<file path="src/rtl/task_out_pkg.sv">
// Shared types, constants and helpers for the task_out_packer result stage.
package task_out_pkg;

   typedef enum logic {COLLECT, SEND} packer_state_t;

   localparam int unsigned BYTE_W         = 8;
   localparam int unsigned WORD_W         = 32;
   localparam int unsigned BYTES_PER_WORD = 4;
   localparam int unsigned PKT_SIZE_W     = 12;

   // ceil(n/4); one extra bit of headroom so n near 4095 cannot wrap.
   function automatic logic [PKT_SIZE_W-1:0] words_for_bytes(input logic [PKT_SIZE_W-1:0] n);
      logic [PKT_SIZE_W:0] sum;
      sum = {1'b0, n} + (PKT_SIZE_W+1)'(BYTES_PER_WORD - 1);
      return sum[PKT_SIZE_W:2];
   endfunction

endpackage

</file>
<file path="src/rtl/task_out_word_buf.sv">
// Reset-free word buffer: byte-lane writes, combinational read by word index.
module task_out_word_buf
   import task_out_pkg::*;
#(
   parameter int unsigned DEPTH  = 25,
   parameter int unsigned ADDR_W = (DEPTH > 1) ? $clog2(DEPTH) : 1
) (
   input  logic                      clk_i,
   input  logic                      we_i,
   input  logic [ADDR_W-1:0]         waddr_i,
   input  logic [BYTES_PER_WORD-1:0] wbe_i,
   input  logic [WORD_W-1:0]         wdata_i,
   input  logic [ADDR_W-1:0]         raddr_i,
   output logic [WORD_W-1:0]         rdata_o
);

   logic [WORD_W-1:0] mem_q [DEPTH];

   // Write only the enabled byte lanes of the addressed word.
   always_ff @(posedge clk_i) begin
      if (we_i) begin
         for (int l = 0; l < int'(BYTES_PER_WORD); l++) begin
            if (wbe_i[l]) begin
               mem_q[waddr_i][l*BYTE_W +: BYTE_W] <= wdata_i[l*BYTE_W +: BYTE_W];
            end
         end
      end
   end

   assign rdata_o = mem_q[raddr_i];

endmodule

</file>
<file path="src/rtl/task_out_packer.sv">
// Packs a packet of result bytes into 32-bit words, then replays them to the
// task manager with a ready/ready handshake, last-word flag and byte count.
// Optional: define TASK_OUT_PACKER_BIG_ENDIAN_EN to place byte 0 in bits [31:24].
module task_out_packer
   import task_out_pkg::*;
#(
   parameter int unsigned WRITE_DATA_WIDTH = 8,
   parameter int unsigned READ_DATA_WIDTH  = 32,
   parameter int unsigned NUM_WORDS        = 100
) (
   input  logic                        i_clk,
   input  logic                        i_rst,
   input  logic [WRITE_DATA_WIDTH-1:0] i_data,
   input  logic                        i_data_valid,
   input  logic                        i_input_last,
   input  logic                        i_tmanager_ready,
   output logic                        o_tanswer_ready,
   output logic [READ_DATA_WIDTH-1:0]  o_tdata,
   output logic                        o_tanswer_data_last,
   output logic [PKT_SIZE_W-1:0]       o_packet_size_in_bytes,
   output logic                        o_overflow
);

   localparam int unsigned BufDepth = (NUM_WORDS + BYTES_PER_WORD - 1) / BYTES_PER_WORD;
   localparam int unsigned AddrW    = (BufDepth > 1) ? $clog2(BufDepth) : 1;

   if (WRITE_DATA_WIDTH != BYTE_W) begin : g_bad_write_width
      $error("task_out_packer: WRITE_DATA_WIDTH must be 8");
   end
   if (READ_DATA_WIDTH != WORD_W) begin : g_bad_read_width
      $error("task_out_packer: READ_DATA_WIDTH must be 32");
   end
   if (NUM_WORDS < 1 || NUM_WORDS > 4095) begin : g_bad_depth
      $error("task_out_packer: NUM_WORDS must be in 1..4095");
   end

   packer_state_t            state_q, state_d;
   logic [PKT_SIZE_W-1:0]    byte_cnt_q, byte_cnt_d;
   logic [PKT_SIZE_W-1:0]    rd_ptr_q, rd_ptr_d;
   logic [PKT_SIZE_W-1:0]    pkt_size_q, pkt_size_d;
   logic                     overflow_q, overflow_d;

   logic [PKT_SIZE_W-1:0]    num_words;
   logic                     is_last_word;
   logic                     has_room;
   logic                     wr_en;
   logic [1:0]               wr_lane;
   logic [BYTES_PER_WORD-1:0] wr_be;
   logic [WORD_W-1:0]        rd_word;
   logic [BYTES_PER_WORD-1:0] lane_valid;
   logic [WORD_W-1:0]        lane_mask;

   assign num_words    = words_for_bytes(pkt_size_q);
   assign is_last_word = (rd_ptr_q == num_words - PKT_SIZE_W'(1));
   assign has_room     = (byte_cnt_q < PKT_SIZE_W'(NUM_WORDS));

   // Logical byte lane -> physical lane inside the word.
`ifdef TASK_OUT_PACKER_BIG_ENDIAN_EN
   assign wr_lane = ~byte_cnt_q[1:0];
`else
   assign wr_lane = byte_cnt_q[1:0];
`endif
   assign wr_be = BYTES_PER_WORD'(1) << wr_lane;

   task_out_word_buf #(
      .DEPTH  (BufDepth),
      .ADDR_W (AddrW)
   ) u_word_buf (
      .clk_i   (i_clk),
      .we_i    (wr_en),
      .waddr_i (byte_cnt_q[AddrW+1:2]),
      .wbe_i   (wr_be),
      .wdata_i ({BYTES_PER_WORD{i_data}}),
      .raddr_i (rd_ptr_q[AddrW-1:0]),
      .rdata_o (rd_word)
   );

   // State and counter registers with synchronous active-low reset.
   always_ff @(posedge i_clk) begin
      if (!i_rst) begin
         state_q    <= COLLECT;
         byte_cnt_q <= '0;
         rd_ptr_q   <= '0;
         pkt_size_q <= '0;
         overflow_q <= 1'b0;
      end else begin
         state_q    <= state_d;
         byte_cnt_q <= byte_cnt_d;
         rd_ptr_q   <= rd_ptr_d;
         pkt_size_q <= pkt_size_d;
         overflow_q <= overflow_d;
      end
   end

   // Next-state logic: collect bytes until last, then drain words on handshake.
   always_comb begin
      state_d    = state_q;
      byte_cnt_d = byte_cnt_q;
      rd_ptr_d   = rd_ptr_q;
      pkt_size_d = pkt_size_q;
      overflow_d = overflow_q;
      wr_en      = 1'b0;
      unique case (state_q)
         COLLECT: begin
            if (i_data_valid) begin
               if (has_room) begin
                  wr_en      = 1'b1;
                  byte_cnt_d = byte_cnt_q + PKT_SIZE_W'(1);
               end else begin
                  overflow_d = 1'b1;
               end
               if (i_input_last) begin
                  state_d    = SEND;
                  rd_ptr_d   = '0;
                  pkt_size_d = has_room ? byte_cnt_q + PKT_SIZE_W'(1) : byte_cnt_q;
               end
            end
         end
         SEND: begin
            // Incoming bytes are dropped here without flagging overflow.
            if (i_tmanager_ready) begin
               if (is_last_word) begin
                  state_d    = COLLECT;
                  rd_ptr_d   = '0;
                  byte_cnt_d = '0;
                  overflow_d = 1'b0;
               end else begin
                  rd_ptr_d = rd_ptr_q + PKT_SIZE_W'(1);
               end
            end
         end
         default: state_d = COLLECT;
      endcase
   end

   // Zero the unused lanes of a partial final word; stale buffer data may sit there.
   always_comb begin
      lane_valid = '1;
      lane_mask  = '0;
      if (is_last_word) begin
         unique case (pkt_size_q[1:0])
            2'd1:    lane_valid = 4'b0001;
            2'd2:    lane_valid = 4'b0011;
            2'd3:    lane_valid = 4'b0111;
            default: lane_valid = 4'b1111;
         endcase
      end
      for (int l = 0; l < int'(BYTES_PER_WORD); l++) begin
`ifdef TASK_OUT_PACKER_BIG_ENDIAN_EN
         lane_mask[(3-l)*BYTE_W +: BYTE_W] = {BYTE_W{lane_valid[l]}};
`else
         lane_mask[l*BYTE_W +: BYTE_W] = {BYTE_W{lane_valid[l]}};
`endif
      end
   end

   // Outputs are functions of registered state only.
   always_comb begin
      o_tanswer_ready        = (state_q == SEND);
      o_tanswer_data_last    = o_tanswer_ready && is_last_word;
      o_tdata                = o_tanswer_ready ? (rd_word & lane_mask) : '0;
      o_packet_size_in_bytes = pkt_size_q;
      o_overflow             = overflow_q;
   end

endmodule

</file>
<file path="config.mk">
export PLATFORM = sky130hd
export DESIGN_NAME = task_out_packer
export DESIGN_NICKNAME = d
export VERILOG_FILES = /design/src/rtl/task_out_pkg.sv /design/src/rtl/task_out_word_buf.sv /design/src/rtl/task_out_packer.sv
export SDC_FILE = /design/constraint.sdc
export NUM_CORES = 1
export LEC_CHECK = 0
export CAP_MARGIN = 15
export CORE_MARGIN = 4
export CORE_UTILIZATION = 60
export CTS_BUF_LIST = sky130_fd_sc_hd__clkbuf_2 sky130_fd_sc_hd__clkbuf_4 sky130_fd_sc_hd__clkbuf_8
export CTS_CLUSTER_DIAMETER = 100
export DETAILED_ROUTE_END_ITERATION = 8
export PLACE_DENSITY = 0.77
export RECOVER_POWER = 50
export REMOVE_ABC_BUFFERS = 1
export SETUP_SLACK_MARGIN = 0.02
export SLEW_MARGIN = 20
export SYNTH_ARGS = -nofsm -noshare
export SYNTH_HDL_FRONTEND = slang
export SYNTH_SLANG_ARGS = --single-unit
</file>
<file path="constraint.sdc">
create_clock -name i_clk -period 4.6 [get_ports i_clk]
set_input_delay 0.46 -clock i_clk [delete_from_list [all_inputs] [get_ports i_clk]]
set_output_delay 0.46 -clock i_clk [all_outputs]
set_load 0.02 [all_outputs]
</file>
### Word level (Yosys, flattened, before mapping)

Memory sizes are Yosys's and may differ from the RTL's. A register that Yosys moved wholly into a read port is not among the register bits.
Cells that the tools add are included.

| word-level totals | value |
|---|---|
| RAM bits | 800 |
| logic and storage cells | 68 |
| output and inout bits | 47 |
| input port bits | 13 |
| memories | 1 |
| register bits after elaboration | 38 |

| cells by class | value |
|---|---|
| magnitude comparators | 1 |
| muxes and demuxes | 40 |
| shift-type cells | 1 |
| equal/unequal tests | 9 |
| bitwise logic cells | 2 |
| reductions and logical operators | 5 |
| add/sub/neg operators | 4 |

Memory list:

| name | depth | bits a word | read ports | clocked after memory_dff | write ports | RTL line | source |
|---|---|---|---|---|---|---|---|
| u_word_buf.mem_q | 25 | 32 | 1 | 1 | 1 | task_out_word_buf.sv:17 | `logic [WORD_W-1:0] mem_q [DEPTH];` |

Operators by type and width:

| kind | number |
|---|---|
| 2-to-1 mux 12 bit | 8 |
| one-hot mux 12 bit (2 select lines) | 2 |
| AND 32 bit | 1 |
| 2-to-1 mux 32 bit | 1 |
| adder 12 x 1 -> 12 bit (second input constant) | 2 |
| 2-to-1 mux 1 bit | 23 |
| adder 12 x 2 -> 13 bit (second input constant) | 1 |
| equality test 12 bit | 1 |
| < comparator 12 x 7 -> 1 bit (second input constant) | 1 |
| one-hot mux 4 bit (3 select lines) | 1 |
| subtractor 11 x 1 -> 12 bit (second input constant) | 1 |
| 2-to-1 mux 5 bit | 2 |
| AND reduction 3 bit | 3 |
| != test 2 bit (second input constant) | 4 |
| equality test 2 bit (second input constant) | 2 |
| 2-to-1 mux 4 bit | 1 |
| one-hot mux 1 bit (2 select lines) | 2 |
| AND reduction 4 bit | 1 |
| << shifter 1 x 2 -> 4 bit (first input constant) | 1 |
| equality test 2 x 1 -> 1 bit (second input constant) | 1 |
| != test 2 x 1 -> 1 bit (second input constant) | 1 |
| logical AND 1 bit | 1 |
| inverter 1 bit | 1 |

### Longest topological paths before layout

Gate-level depths: netlist (run 1).

| logic depth | value |
|---|---|
| depth in word-level cells | 8 |
| depth in mapped cells | 16 |

### Hierarchy

Synthesis (run 1) repeated with hierarchy kept, for this count alone.

| second synthesis, totals | value |
|---|---|
| cell total of the unflattened synthesis | 1792 |
| area total of the unflattened synthesis | 33717.3 sq um |

By module, submodules not included:

| module | area an instance (sq um) | sequential area each (sq um) | cells each | instances |
|---|---|---|---|---|
| task_out_word_buf | 30938.4 | 24023.0 | 1448 | 1 |
| task_out_packer | 2778.9 | 760.7 | 344 | 1 |

### Worst setup path after synthesis (run 1)

No wires, ideal clock.

| timing path | value |
|---|---|
| path kind | flip-flop to output port |
| start point | reg pkt_size_q[0], in the netlist o_packet_size_in_bytes[0] |
| end point | out o_tanswer_data_last |
| cell stages (with the launch flop) | 15 |
| setup slack | 0.874 ns |
| arrival | 3.266 ns |
| cells stage by stage | dfxtp_1 inv_1 ha_1 buf_2 xor2_1 ha_1 xor2_1 xnor2_1 xnor2_1 nand4b_1 or3_1 a211oi_2 o2111ai_4 buf_6 nor2_1 |

| on the way | value |
|---|---|
| cells in the longest elaborated chain, start to end | 4 |

RTL lines:

| what | RTL line | source |
|---|---|---|
| start, declared | task_out_packer.sv:40 | `logic [PKT_SIZE_W-1:0] pkt_size_q, pkt_size_d;` |
| start signal, assigned | task_out_packer.sv:90 | `pkt_size_q <= pkt_size_d;` |
| adder 12 x 2 -> 13 bit | task_out_pkg.sv:14 | `sum = {1'b0, n} + (PKT_SIZE_W+1)'(BYTES_PER_WORD - 1);` |
| subtractor 11 x 1 -> 12 bit | task_out_packer.sv:54 | `assign is_last_word = (rd_ptr_q == num_words - PKT_SIZE_W'(1));` |
| equality test 12 bit | task_out_packer.sv:54 |  |
| logical AND 1 bit | task_out_packer.sv:160 | `o_tanswer_data_last = o_tanswer_ready && is_last_word;` |
| end, declared | task_out_packer.sv:19 | `output logic o_tanswer_data_last,` |

No other way between the ends.

### Worst setup path in the final report (run 1)

| timing path | value |
|---|---|
| start point | reg pkt_size_q[0], in the netlist o_packet_size_in_bytes[0] |
| end point | out o_tdata[30] |

| on the way | value |
|---|---|
| cells in the longest elaborated chain, start to end | 6 |

RTL lines:

| what | RTL line | source |
|---|---|---|
| adder 12 x 2 -> 13 bit | task_out_pkg.sv:14 |  |
| subtractor 11 x 1 -> 12 bit | task_out_packer.sv:54 |  |
| equality test 12 bit | task_out_packer.sv:54 |  |
| 2-to-1 mux 4 bit (*) | task_out_packer.sv:140 | `if (is_last_word) begin` |
| AND 32 bit (*) | task_out_packer.sv:161 | `o_tdata = o_tanswer_ready ? (rd_word & lane_mask) : '0;` |
| 2-to-1 mux 32 bit (*) | task_out_packer.sv:161 |  |
| end, declared | task_out_packer.sv:18 | `output logic [READ_DATA_WIDTH-1:0] o_tdata,` |

Every way passes the cells marked *; elsewhere a longest branch is shown, timed or not.

==> results of run 1 <==
## layout make-up
cell class,count,area [um2]
clock inverter,44,256
clock buffer,180,2210
fill,3440,17700
multi-input combinational,768,8410
tap,748,936
timing repair buffer,104,883
inverter,13,48.8
sequential,843,24900
## kinds of logic after synthesis
kind of cell             synth area share [%]
AO/OA/AOI/OAI                            2.00
adder cells (fa/ha/maj)                 0.335
buffers and inverters                    1.35
flip-flops                               74.0
multiplexers                             17.1
AND/OR/NAND/NOR                          4.31
XOR/XNOR                                0.860
## cell usage in the layout, fill, tap and decap left out, types with 25 or more instances in the layout
cell type,n
sky130_fd_sc_hd__nor2_1,157
sky130_fd_sc_hd__clkbuf_4,43
sky130_fd_sc_hd__mux4_2,224
sky130_fd_sc_hd__o21ai_0,38
sky130_fd_sc_hd__nand2_1,103
sky130_fd_sc_hd__mux2i_1,70
sky130_fd_sc_hd__clkbuf_8,137
sky130_fd_sc_hd__edfxtp_1,800
sky130_fd_sc_hd__dfxtp_1,33
sky130_fd_sc_hd__buf_4,25
## per-stage QoR
step	utilization (%)	power (uW)	hold WS, ns	worst slack [ns]	TNS, ns
2_1_floorplan	-	8970	0.444	-5.25	-167.54
3_3_place_gp	63.3	9180	0.463	0.411	0
3_5_place_dp	63.3	9200	0.463	0.265	0
4_1_cts	68.0	15100	0.349	0.0216	0
5_1_grt	68.1	15500	0.506	-0.00713	-0.0141
6_report	68.1	15000	0.474	0.126	0
## routing by layer
layer / share of wire [%] / vias to the layer above
met5: 0 / -
met4: 2.3 / 0
met3: 8.3 / 99
met2: 50 / 800
met1: 39 / 8849
li1: - / 7222
## flip-flops by register name, indices dropped and copies added, names as in the netlist, named ones only
name                    flops
o_tanswer_ready             1
rd_ptr_q                   12
u_word_buf.mem_q          800
byte_cnt_q                 12
o_overflow                  1
o_packet_size_in_bytes     12
## critical path: stages, from the launching register on
cell	delay (ns)
sky130_fd_sc_hd__dfxtp_2	0.33
sky130_fd_sc_hd__inv_1	0.12
sky130_fd_sc_hd__ha_4	0.19
sky130_fd_sc_hd__xor2_4	0.19
sky130_fd_sc_hd__ha_4	0.17
sky130_fd_sc_hd__nand2_2	0.05
sky130_fd_sc_hd__nor2_2	0.11
sky130_fd_sc_hd__a32oi_1	0.07
sky130_fd_sc_hd__buf_4	0.17
sky130_fd_sc_hd__xnor2_2	0.13
sky130_fd_sc_hd__or3_1	0.37
sky130_fd_sc_hd__a211oi_2	0.27
sky130_fd_sc_hd__o2111ai_4	0.23
sky130_fd_sc_hd__buf_6	0.19
sky130_fd_sc_hd__buf_12	0.11
sky130_fd_sc_hd__o21ai_4	0.21
sky130_fd_sc_hd__nor2_1	0.06
sky130_fd_sc_hd__clkdlybuf4s15_2	0.25
## power by group through the flow
stage / sequential (uW) / clock (uW) / combinational (uW)
5_1_grt: 8460 / 6410 / 676
2_1_floorplan: 8630 / 0 / 339
4_1_cts: 8440 / 6030 / 614
3_5_place_dp: 8600 / 0 / 599
3_3_place_gp: 8600 / 0 / 581
6_report: 8460 / 5930 / 628
## worst paths after layout
| path | from | to | slack, ns | depth (start not counted) |
|---|---|---|---|---|
| worst max-delay path | o_packet_size_in_bytes[0]$_SDFFE_PN0P_ | o_tdata[30] | 0.13 | 17 |
| worst min-delay path | byte_cnt_q[10]$_SDFFE_PN0P_ | o_packet_size_in_bytes[10]$_SDFFE_PN0P_ | 0.47 | 2 |
| worst max register to register | byte_cnt_q[7]$_SDFFE_PN0P_ | u_word_buf.mem_q[5][9]$_DFFE_PP_ | 0.76 | 6 |
| worst min register to register | byte_cnt_q[10]$_SDFFE_PN0P_ | o_packet_size_in_bytes[10]$_SDFFE_PN0P_ | 0.47 | 2 |
## timing repair
action | in CTS | in global routing
pin swaps | 9 | 11
buffers inserted | 10 | 5
setup endpoints to repair | 25 | 25
resized for setup | 71 | 61
==> out/metrics.yaml, run 1 <==
power.net_switching_uw: 3180
weighted_congestion_at_the_end_of_routability_driven_global_placement: 0.818
power_frac_seq_pct: 56.3
dpl.hpwl_um: 42800
netlist.area_leader.share_pct: 71.5
failed_checks: "max-capacitance violations, max-slew violations"
clk_transition_reported_paths_ns: 0.06
setup.worst_path.start_class: "flop"
max_cap_viols: 10
synthesis.instances: 1724
pwr-share-clk_pct: 39.5
cts_tree: "done"
synth-seq-cells: 843
slew_violations: 812
die_w_um: 245
power_density_mw_per_mm2: 399
placeableCoreArea_mm2: 0.0553
antenna_found_initial: 0
synth.cells.most_frequent: "800 x sky130_fd_sc_hd__edfxtp_1, 224 x sky130_fd_sc_hd__mux4_2, 159 x sky130_fd_sc_hd__nor2_1"
globalRouteTotalUtil_pct: 25.1
netlist.top_cell.by_area: "sky130_fd_sc_hd__edfxtp_1"
row_count: 86
floorplan.initialDensity_pct: 60.8
clock.fmax_ghz: 0.224
via_count: 17000
syn_avg_cell_area_um2: 19.5
grt.busiest_layer: "met2"
endpoint_kind: "primary output"
die_area_mm2: 0.0599
numPortBuffers: 59
antenna_left: 0
largest_cells_by_area_after_synthesis: "sky130_fd_sc_hd__edfxtp_1 71%, sky130_fd_sc_hd__mux4_2 15%, sky130_fd_sc_hd__dfxtp_1 2.6%, sky130_fd_sc_hd__mux2i_1 2.1%, sky130_fd_sc_hd__nor2_1 1.8%"
worst_ir_drop_vdd_v: 0.000286
tightest_hold_check_type: "flop to flop"
grt-ovfl-total: 0
yosysWarningCount: 0
num_io_pins: 60
layoutNonFillerInstCount: 2700
deepest_clock_path_buffer_count: 3
final_design_area_no_fill_mm2: 0.0376
period_minus_slack_ns: 4.47
least_margin_pin_slew_ns: 4.71
hold_buffers: 0
worst-endpoint-required_ns: 4.14
cts-buffers-inserted: 130
critical_path.max_fanout: 8
finClkSkew_ns: 0.0322
static-leakage-power_uw: 0.0115
die_height_um: 245
report.final.setup_viol: 0
design.final.nets: 1882
ys_async_sr_fraction_pct: 0
synth_edf_count: 800
groute.layer.met3.usage_pct: 6.15
internal-power_uw: 11800
placedCellCount: 2460
post_synth_instance_area_mm2: 0.0336
grt_pass1_wl_um: 110000
timing.critical_path.arrival_ns: 4.01
use_met1_pct: 34.8
grt_pass1_vias: 17400
clkLatencyLatePin_ns: 0.78
drtPass1Iterations: 5
run_status: "finished with violations"
yosys_most_used_dff: "sky130_fd_sc_hd__edfxtp_1"
power.combinational.fraction_pct: 4.2
area.growth.synth_to_final_pct: 12.0
synthMostInstantiatedCell: "sky130_fd_sc_hd__edfxtp_1"
drt-wirelength-per-cell_um: 27.1
switching_share_pct: 21.2
criticalPathCategory: "flop to primary output"
use_met2_pct: 40.6
yosysSeqAreaShare_pct: 74.0
finalHoldViolations: 0
cts_max_level: 4
ys_types: 58
placedInstanceArea_mm2: 0.0350
drive_gt1_share_pct: 27.2
ctsRootBufferMaster: "sky130_fd_sc_hd__clkbuf_8"
iteration_0_drc_markers: 2042
diodes: 0
maximum_number_of_pins_on_one_net_before_global_route_repair: 101
clock_sink_count: 843
wirelength_um: 73200
final.period_utilization_pct: 97.3
drt_drc_violations_left: 0
avgViaCountPerCell: 6.29
timing.max_slew.rel_slack_pct: -214
Power figures use the tool's default switching activity.
==> inputs of run 2 (changes only) <==
--- a/config.mk
+++ b/config.mk
@@ -6,7 +6,7 @@
 export NUM_CORES = 1
 export LEC_CHECK = 0
 export CAP_MARGIN = 15
-export CORE_MARGIN = 4
+export CORE_MARGIN = 2
 export CORE_UTILIZATION = 60
 export CTS_BUF_LIST = sky130_fd_sc_hd__clkbuf_2 sky130_fd_sc_hd__clkbuf_4 sky130_fd_sc_hd__clkbuf_8
 export CTS_CLUSTER_DIAMETER = 100
==> out/metrics.yaml, run 2 (same netlist as run 1, synthesis figures left out) <==
die_area_mm2: 0.0579  # -3.2%
use_met2_pct: 42.5  # +1.9 points
numPortBuffers: 59  # unchanged
layout_common_cells: "800 x sky130_fd_sc_hd__edfxtp_1, 224 x sky130_fd_sc_hd__mux4_2, 159 x sky130_fd_sc_hd__nor2_1, 142 x sky130_fd_sc_hd__clkbuf_8, 105 x sky130_fd_sc_hd__nand2_1"
setup.worst_path.start_class: "flop"
clk_transition_reported_paths_ns: 0.06  # about the same
fillerInstances: 3467  # +0.78%
tightest_hold_check_type: "input pin to flop"
row_count: 86  # unchanged
globalRouteTotalUtil_pct: 25.9  # +0.82 points
timing.max_slew.rel_slack_pct: -218  # -3.6 points
area.growth.synth_to_final_pct: 13.2
largest_register: "u_word_buf.mem_q"
final_design_area_no_fill_mm2: 0.0380  # +1.0%
critical_path.slowest_cell: "sky130_fd_sc_hd__or3_4"
critical-path-max-stage-delay_ns: 0.38  # about the same
wirelength_um: 72000  # -1.6%
worst_r2r_startpoint: "byte_cnt_q[7]$_SDFFE_PN0P_"
drt_drc_violations_left: 0  # unchanged
avgViaCountPerCell: 6.17  # -1.8%
critical_path.max_fanout: 8  # unchanged
die_height_um: 241  # -1.6%
antenna_left: 0  # unchanged
worstHoldStart: "i_tmanager_ready"
deepest_clock_path_buffer_count: 3  # unchanged
floorplan.initialDensity_pct: 60.9  # +0.12 points
clkLatencyLatePin_ns: 0.78  # about the same
num_io_pins: 60  # unchanged
crit_family: "buffers and inverters"
critical_path.n_buffers_inverters: 5  # unchanged
min_path_cells: 4  # +2
die_w_um: 241  # -1.6%
grt_setup_unrepaired: "yes"
cts_tree: "done"
cts-buffers-inserted: 133  # +2.3%
via_count: 16900  # -0.25%
slew_violations: 784  # -3.4%
grt_pass1_vias: 17300  # -0.41%
cts_max_level: 4  # unchanged
drt-wirelength-per-cell_um: 26.2  # -3.2%
static-leakage-power_uw: 0.0118  # +2.1%
hold_buffers: 0  # unchanged
period_minus_slack_ns: 4.45  # -0.0276 ns
iteration_0_drc_markers: 1686  # -17%
reg2regPathDepth: 7  # +1
placeableCoreArea_mm2: 0.0552  # -0.19%
final_core_util_pct: 68.9  # +0.84 points
drive_gt1_share_pct: 27.8  # +0.63 points
drtPass1Iterations: 6  # +1
placedInstanceArea_mm2: 0.0353  # +0.89%
timing.critical_path.arrival_ns: 3.99  # -0.02 ns
run_status: "finished with violations"
grt.busiest_layer: "met2"
hold_end: "o_tanswer_ready$_SDFF_PN0_"
use_met1_pct: 34.3  # -0.45 points
weighted_congestion_at_the_end_of_routability_driven_global_placement: 0.882  # +7.8%
maximum_number_of_pins_on_one_net_before_global_route_repair: 101  # unchanged
clock_sink_count: 843  # unchanged
power_density_mw_per_mm2: 402  # +0.65%
worst_path_most_repeated_cell: "sky130_fd_sc_hd__buf_6"
worstReg2RegEnd: "u_word_buf.mem_q[13][3]$_DFFE_PP_"
failed_checks: "max-capacitance violations, max-slew violations"
least_margin_pin_slew_ns: 4.77  # +0.0545 ns
fin_hold_ws_ns: 0.436  # -0.0382 ns
grt-ovfl-total: 0  # unchanged
report.final.setup_viol: 0  # unchanged
ctsRootBufferMaster: "sky130_fd_sc_hd__clkbuf_8"
antenna_found_initial: 1  # +1
grt_pass1_wl_um: 108000  # -2.5%
largest_register_ff_count: 800  # unchanged
dpl.hpwl_um: 42800  # -0.16%
groute.layer.met3.usage_pct: 5.83  # -0.32 points
max_cap_viols: 9  # -1
design.final.nets: 1923  # +2.2%
final.period_utilization_pct: 96.7  # -0.60 points
worst_ir_drop_vdd_v: 0.000376  # +31%
endpoint_kind: "primary output"
finalHoldViolations: 0  # unchanged
timing.reg2reg.setup_slack_ns: 0.96  # +0.20 ns
path_cells: "buf_6, o21ai_4, xor2_2, ha_4, nand2_1, nor2_1, a32oi_2, buf_4, xnor2_1, or3_4, a211oi_4, o2111ai_4, buf_6, o21ai_2, buf_6, nor2_1, buf_4"
totalNegativeSetupSlack_ns: 0  # unchanged
finClkSkew_ns: 0.0205  # -0.0117 ns
clock.fmax_ghz: 0.225  # +0.62%
criticalPathCategory: "flop to primary output"
mostFrequentLayoutCell: "sky130_fd_sc_hd__edfxtp_1"
worst-endpoint-required_ns: 4.14  # about the same
-- run 2: tightest hold or removal path, cell delays in order --
cell                              delay [ns]
sky130_fd_sc_hd__clkdlybuf4s50_1        0.45
sky130_fd_sc_hd__inv_1                  0.07
sky130_fd_sc_hd__o21ai_1                0.06
sky130_fd_sc_hd__a21boi_0               0.14
-- run 2: how the worst max path moves through the flow --
| stage | start | end | slack [ns] | cells past startpoint |
|---|---|---|---|---|
| CTS | o_packet_size_in_bytes[0]$_SDFFE_PN0P_ | o_tdata[8] | 0.03 | 16 |
| global placement | o_packet_size_in_bytes[1]$_SDFFE_PN0P_ | o_tdata[18] | 0.39 | 15 |
| global route | o_packet_size_in_bytes[1]$_SDFFE_PN0P_ | o_tdata[13] | -0.02 | 17 |
| floorplan | flop | o_tdata[15] | -5.25 | 5 |
| finish | o_packet_size_in_bytes[1]$_SDFFE_PN0P_ | o_tdata[8] | 0.15 | 17 |
| detailed placement | o_packet_size_in_bytes[1]$_SDFFE_PN0P_ | o_tdata[20] | 0.18 | 14 |
-- run 2: power breakdown --
group	internal [uW]	leakage [uW]	switching, uW
Sequential	8440	0.00755	23.9
Combinational	249	0.00286	386
Clock	3400	0.00136	2780
Total	12100	0.0118	3190
-- run 2: final cells by class --
class / instances / area, um2 / area share, %
timing repair buffer: 142 / 1160 / 3.06
multi-input combinational: 768 / 8390 / 22.1
sequential: 843 / 24900 / 65.5
inverter: 13 / 48.8 / 0.128
tap: 748 / 936 / 2.46
antenna: 1 / 2.50 / 0.00658
clock buffer: 191 / 2320 / 6.11
clock inverter: 37 / 262 / 0.687
-- run 2: routing by layer --
| layer | up-vias | part of all wire, % |
|---|---|---|
| met5 | - | 0.081 |
| met4 | 2 | 2.8 |
| met3 | 134 | 7.2 |
| met2 | 706 | 51 |
| met1 | 8800 | 39 |
| li1 | 7286 | - |
-- run 2: per-stage QoR --
stage	worst slack, ns	std cells	total power [uW]
floorplan	-5.25	1624	8970
global placement	0.394	2500	9180
detailed placement	0.179	2500	9200
CTS	0.0286	2735	15300
global route	-0.0156	2743	15800
finish	0.153	2743	15300
-- run 2: repair_timing --
item | 4_1_cts | 5_1_grt
cloned | 0 | 1
pin swaps | 9 | 8
endpoints found under the setup margin | 25 | 24
buffers inserted | 7 | 4
resized for setup | 95 | 19
